$ cat config.mk
export PLATFORM = sky130hd
export DESIGN_NAME = mem_bus_ctrl
export DESIGN_NICKNAME = d
export VERILOG_FILES = /design/src/rtl/mem_bus_ctrl.sv
export SDC_FILE = /design/constraint.sdc
export NUM_CORES = 1
export LEC_CHECK = 0
export ABC_AREA = 0
export CAP_MARGIN = 10
export CELL_PAD_IN_SITES_DETAIL_PLACEMENT = 0
export CELL_PAD_IN_SITES_GLOBAL_PLACEMENT = 2
export CORE_UTILIZATION = 22
export CTS_CLUSTER_SIZE = 28
export DETAILED_ROUTE_END_ITERATION = 10
export PLACE_DENSITY_LB_ADDON = 0.1
export SLEW_MARGIN = 20
export SYNTH_ARGS = -nofsm -noshare
export SYNTH_HDL_FRONTEND = slang
export SYNTH_SLANG_ARGS = --single-unit
$ cat constraint.sdc
create_clock -name clk -period 2.8 [get_ports clk]
set_input_delay 0.56 -clock clk [delete_from_list [all_inputs] [get_ports clk]]
set_output_delay 0.56 -clock clk [all_outputs]
set_load 0.01 [all_outputs]
$ cat src/rtl/mem_bus_ctrl.sv
// mem_bus_ctrl: sequences one MEM-stage load/store onto a split address/data
// SRAM-style bus. It checks alignment, builds strobes and replicated write data,
// stalls the pipeline while the access is in flight, and returns extended load data.
//
// state | meaning
// ------+----------------------------------------------------------------
// IDLE  | waiting for an aligned, unflushed request
// ADDR  | d_req high, waiting for d_addr_ok (d_data_ok may arrive with it)
// DATA  | address accepted, waiting for d_data_ok; flush only marks kill
// DONE  | access complete, stall released, load data valid unless killed
module mem_bus_ctrl #(
    parameter int TIMEOUT_CYC = 255
) (
    input  logic        clk,
    input  logic        rst,
    input  logic        req_valid,
    input  logic        req_wr,
    input  logic [1:0]  req_size,
    input  logic        req_unsigned,
    input  logic [31:0] req_addr,
    input  logic [31:0] req_wdata,
    input  logic        flush,
    output logic        stall_out,
    output logic [31:0] rdata_out,
    output logic        rdata_valid,
    output logic        adel,
    output logic        ades,
    output logic [31:0] bad_addr,
    output logic        bus_err,
    output logic        d_req,
    output logic        d_wr,
    output logic [1:0]  d_size,
    output logic [31:0] d_addr,
    output logic [31:0] d_wdata,
    output logic [3:0]  d_wstrb,
    input  logic        d_addr_ok,
    input  logic        d_data_ok,
    input  logic [31:0] d_rdata
);

    localparam logic [1:0] ST_IDLE = 2'd0;
    localparam logic [1:0] ST_ADDR = 2'd1;
    localparam logic [1:0] ST_DATA = 2'd2;
    localparam logic [1:0] ST_DONE = 2'd3;

    // The abort fires in the busy cycle whose increment would make the
    // counter reach TIMEOUT_CYC, so at most TIMEOUT_CYC busy cycles are spent.
    localparam logic [7:0] LP_TO_LAST = 8'(TIMEOUT_CYC - 1);

    logic [1:0]  r_state;
    logic        r_wr;
    logic        r_unsigned;
    logic        r_kill;
    logic [1:0]  r_size;
    logic [31:0] r_addr;
    logic [31:0] r_wdata;
    logic [31:0] r_rdata;
    logic [3:0]  r_wstrb;
    logic [7:0]  r_cnt;

    logic        w_is_half;
    logic        w_is_word;
    logic        w_misalign;
    logic        w_present;
    logic        w_accept;
    logic        w_busy;
    logic        w_timeout;
    logic        w_data_cap;
    logic [3:0]  w_strb;
    logic [31:0] w_wdata;
    logic [7:0]  w_byte;
    logic [15:0] w_half;
    logic [31:0] w_load;

    assign w_is_half  = (req_size == 2'd1);
    assign w_is_word  = req_size[1];
    assign w_misalign = (w_is_half & req_addr[0]) | (w_is_word & (|req_addr[1:0]));
    assign w_present  = (r_state == ST_IDLE) & req_valid & ~flush;
    assign w_accept   = w_present & ~w_misalign;
    assign w_busy     = (r_state == ST_ADDR) | (r_state == ST_DATA);
    assign w_timeout  = w_busy & (r_cnt == LP_TO_LAST);
    assign w_data_cap = ((r_state == ST_ADDR) & d_addr_ok & d_data_ok) |
                        ((r_state == ST_DATA) & d_data_ok);

    // Strobes and lane-replicated store data for the request being accepted
    always_comb begin
        w_strb  = 4'b1111;
        w_wdata = req_wdata;
        case (req_size)
            2'd0: begin
                w_strb  = 4'b0001 << req_addr[1:0];
                w_wdata = {4{req_wdata[7:0]}};
            end
            2'd1: begin
                w_strb  = req_addr[1] ? 4'b1100 : 4'b0011;
                w_wdata = {2{req_wdata[15:0]}};
            end
            default: begin
                w_strb  = 4'b1111;
                w_wdata = req_wdata;
            end
        endcase
        if (!req_wr) begin
            w_strb = 4'b0000;
        end
    end

    // Lane select and sign/zero extension of returning load data
    always_comb begin
        w_byte = d_rdata[{r_addr[1:0], 3'b000} +: 8];
        w_half = r_addr[1] ? d_rdata[31:16] : d_rdata[15:0];
        case (r_size)
            2'd0:    w_load = {{24{~r_unsigned & w_byte[7]}}, w_byte};
            2'd1:    w_load = {{16{~r_unsigned & w_half[15]}}, w_half};
            default: w_load = d_rdata;
        endcase
    end

    // Sequencer, request latches, kill flag, timeout counter and load capture
    always_ff @(posedge clk) begin
        if (rst) begin
            r_state    <= ST_IDLE;
            r_wr       <= 1'b0;
            r_unsigned <= 1'b0;
            r_kill     <= 1'b0;
            r_size     <= 2'd0;
            r_addr     <= 32'd0;
            r_wdata    <= 32'd0;
            r_rdata    <= 32'd0;
            r_wstrb    <= 4'd0;
            r_cnt      <= 8'd0;
        end else begin
            case (r_state)
                ST_IDLE: begin
                    if (w_accept) begin
                        r_wr       <= req_wr;
                        r_unsigned <= req_unsigned;
                        r_size     <= req_size;
                        r_addr     <= req_addr;
                        r_wdata    <= w_wdata;
                        r_wstrb    <= w_strb;
                        r_kill     <= 1'b0;
                        r_cnt      <= 8'd0;
                        r_state    <= ST_ADDR;
                    end
                end
                ST_ADDR: begin
                    r_cnt <= r_cnt + 8'd1;
                    if (w_timeout) begin
                        r_state <= ST_IDLE;
                    end else if (d_addr_ok) begin
                        // Address already taken by the bus: the access must
                        // complete, a flush only suppresses the result.
                        if (flush) begin
                            r_kill <= 1'b1;
                        end
                        r_state <= d_data_ok ? ST_DONE : ST_DATA;
                    end else if (flush) begin
                        r_state <= ST_IDLE;
                    end
                end
                ST_DATA: begin
                    r_cnt <= r_cnt + 8'd1;
                    if (flush) begin
                        r_kill <= 1'b1;
                    end
                    if (w_timeout) begin
                        r_state <= ST_IDLE;
                    end else if (d_data_ok) begin
                        r_state <= ST_DONE;
                    end
                end
                default: begin
                    r_state <= ST_IDLE;
                end
            endcase
            if (w_data_cap && !r_wr && !w_timeout) begin
                r_rdata <= w_load;
            end
        end
    end

    assign stall_out   = w_accept | (w_busy & ~w_timeout);
    assign rdata_valid = (r_state == ST_DONE) & ~r_wr & ~r_kill;
    assign rdata_out   = r_rdata;
    assign bus_err     = w_timeout;
    assign adel        = w_present & w_misalign & ~req_wr;
    assign ades        = w_present & w_misalign & req_wr;
    assign bad_addr    = (adel | ades) ? req_addr : 32'd0;
    assign d_req       = (r_state == ST_ADDR);
    assign d_wr        = r_wr;
    assign d_size      = r_size;
    assign d_addr      = r_addr;
    assign d_wdata     = r_wdata;
    assign d_wstrb     = r_wstrb;

endmodule

==> summary.md <==
| Metric | Value |
|---|---|
| WP data required | 2.24 ns |
| Fin crit period | 2.68 ns |
| Clk buf depth | 2 |
| Endpoint class of the critical path | output port |
| Flip-flop and latch count after synthesis | 115 |
| Max cap viols | 0 |
| Worst-path clk slew | 0.06 ns |
| Clock sinks | 115 |
| Final Max Slew Viols | 0 |
| CTS tree | built |
| H-tree depth | 4 |
| Static leakage | 3.19 nW |
| Inst Count DP | 1245 |
| CP peak stage delay | 0.54 ns |
| Worst Path Arrival | 2.12 ns |
| Area grow syn2layout | 61.6% |
| DP HPWL | 15500 um |
| Synth Area per Inst | 7.81 um^2 |
| Status | finished, final reports clean |
| Largest net degree at the start of global routing | 57 |
| Detailed Route Iter0 Violations | 270 |
| Final period util | 0.959 |
| First-pass DRT Iterations | 4 |
| Chip height | 160 um |
| Die width | 160 um |
| Critical-path cell list | clkdlybuf4s50_1 -> o21ai_4 -> buf_4 -> nand3_2 -> nand2_1 -> clkdlybuf4s50_1 |
| Reg2Reg Setup Slack | 0.63 ns |
| Design Area, Final | 8920 um^2 |
| Max VDD drop | 348 uV |
| Slew margin rel. | 0.437 |
| Die area | 25700 um^2 |
| Worst path slowest cell | clkdlybuf4s50_1 |
| Crit Path Category | primary input to output port |
| Buf/Inv on CP | 3 |
| Final setup TNS | 0 ns |
| Worst slew pin tran | 0.840 ns |
| Setup-failing EPs final | 0 |
| IO Port Bufs | 246 |
| EDFF count, synth | 0 |
| Synth Net Count | 820 |
| Vias in the first global route | 6014 |
| Most frequent CP cell | clkdlybuf4s50_1 |
| Commonest non-fill, non-tap cell in the layout | clkdlybuf4s50_1 |
| CP Max Fanout | 4 |
| Ys Warns | 0 |
| Synth Cell Area | 5520 um^2 |
| Layout cell share with drive strength beyond 1 | 0.115 |
| # DRC | 0 |
| Total CTS buffers | 17 |
| Global-route wire length before repair | 33800 um |
| Wire per inst | 16.9 um |
| NumNets Final | 1056 |
| Cell Pwr Density | 622 nW/um^2 |
| Worst-Skew Late Latency | 0.41 ns |
| Via count | 5882 |
| Routed Antenna Nets | 0 |
| Worst Hold Class | primary input to flip-flop |
| Synth Instances | 707 |
| Post-synthesis sequential area ratio | 0.417 |
| Gr usage total | 0.169 |
| Via/cell ratio | 4.60 |
| Final Hold Fails | 0 |
| Startpoint Class | primary input |
| Ys async rst share | 0 |
| Unrepaired setup endpoints after global routing | false |
| Post-Layout Cell Count | 1279 |
| Most frequent cells in the layout | 211 x clkdlybuf4s50_1, 155 x nand2_1, 114 x dfxtp_1, 83 x a21oi_1, 46 x o21ai_0 |
| Placeable Area | 24500 um^2 |
| Total congestion overflow | 0 |
| Post-synth top flop | dfxtp_1 |
| Final clock skew | 0.0104 ns |
| Cts hold-fix bufs | 0 |
| Worst hold margin | 0.402 ns |
| FMAX | 373 MHz |
| Row cnt | 57 |
| Root cell of the clock tree | clkbuf_16 |
| Post-DP Area | 8380 um^2 |
| Initial Util | 0.226 |
| Crit path max-delay family | buffers and inverters |
| Count of different cell masters after synthesis | 54 |
| Io pins | 247 |
| Ant diodes | 0 |
| Antenna violations before repair | 0 |
| GP Congestion | 0.814 |
| Post-route core utilization | 0.365 |
| Routed WL | 21600 um |
-- stage by stage --
stage	total power (W)	setup slack, ns
after global placement	0.00324	-0.187
after floorplan	0.00252	0.624
final	0.00555	0.116
after detailed placement	0.00326	-0.184
after CTS	0.00564	0.00702
after global routing	0.00582	0.0409
-- synthesized netlist by cell type, types with 8 or more instances --
library cell,n,area share
nor3_1,15,0.014
nand3_1,10,0.0091
o21ai_0,46,0.042
nand2_1,155,0.11
a21oi_1,83,0.075
mux2i_1,32,0.058
nor2b_1,13,0.015
nor2_1,42,0.029
a311oi_1,8,0.013
buf_2,12,0.011
clkbuf_1,35,0.024
o32ai_1,8,0.013
and2_1,34,0.039
inv_1,10,0.0068
dfxtp_1,115,0.42
a211oi_1,24,0.033
-- layout make-up --
cell class / count / area [um^2]
fill: 2500 / 15500
multi-input combinational: 525 / 2990
timing repair buffer: 273 / 2560
sequential: 115 / 2300
clock buffer: 23 / 498
tap: 324 / 405
clock inverter: 8 / 124
inverter: 11 / 41.3
-- state kept, by name, indices dropped and copies added, names as in the netlist, 2 cells and up --
name and flops:
d_addr 32, d_size 2, d_wdata 32, d_wstrb 4, r_cnt 8, r_state 2
rdata_out 32
-- where the power goes --
group          leakage (nW)  switching (W)  total (W)  internal, W
Clock                 0.301       0.000804    0.00232      0.00151
Combinational          1.96       0.000686    0.00137     0.000680
Sequential            0.933      0.0000883    0.00186      0.00178
-- path summary, 6_finish.rpt --
kind / cells past startpoint / start / endpoint
setup / recovery: 6 / req_addr[0] / stall_out
hold / removal: 2 / rst / r_cnt[2]
setup reg to reg: 7 / r_state[1] / rdata_out[4]
hold reg to reg: 2 / d_wdata[6] / d_wdata[6]
-- cell families after synthesis --
group           Yosys count  synth area share
fa+ha+maj                 7            0.0159
flops                   115             0.417
mux                      33            0.0600
compound gates          195             0.219
buf+inv                  67            0.0503
simple gates            290             0.238
-- timing repair --
action	4_1_cts	5_1_grt
cloned	1	0
gates resized for setup	42	70
buffers inserted	2	0
setup endpoints to repair	34	35
-- worst register-to-register path: stages, from the launching register on --
cell and delay, ns:
dfxtp_1 0.39, inv_2 0.08, ha_4 0.23, and4_4 0.21, a2111oi_4 0.51, buf_4 0.35
nor2_1 0.08, a211oi_1 0.23
-- routing by layer --
layer,up-vias,share of wire,track usage
met1,2734,0.42,0.200
met4,0,0.011,0.0398
li1,2931,-,-
met5,-,0,0
met2,203,0.48,0.288
met3,14,0.088,0.0646
No activity file was read; power rests on OpenSTA's default activity.
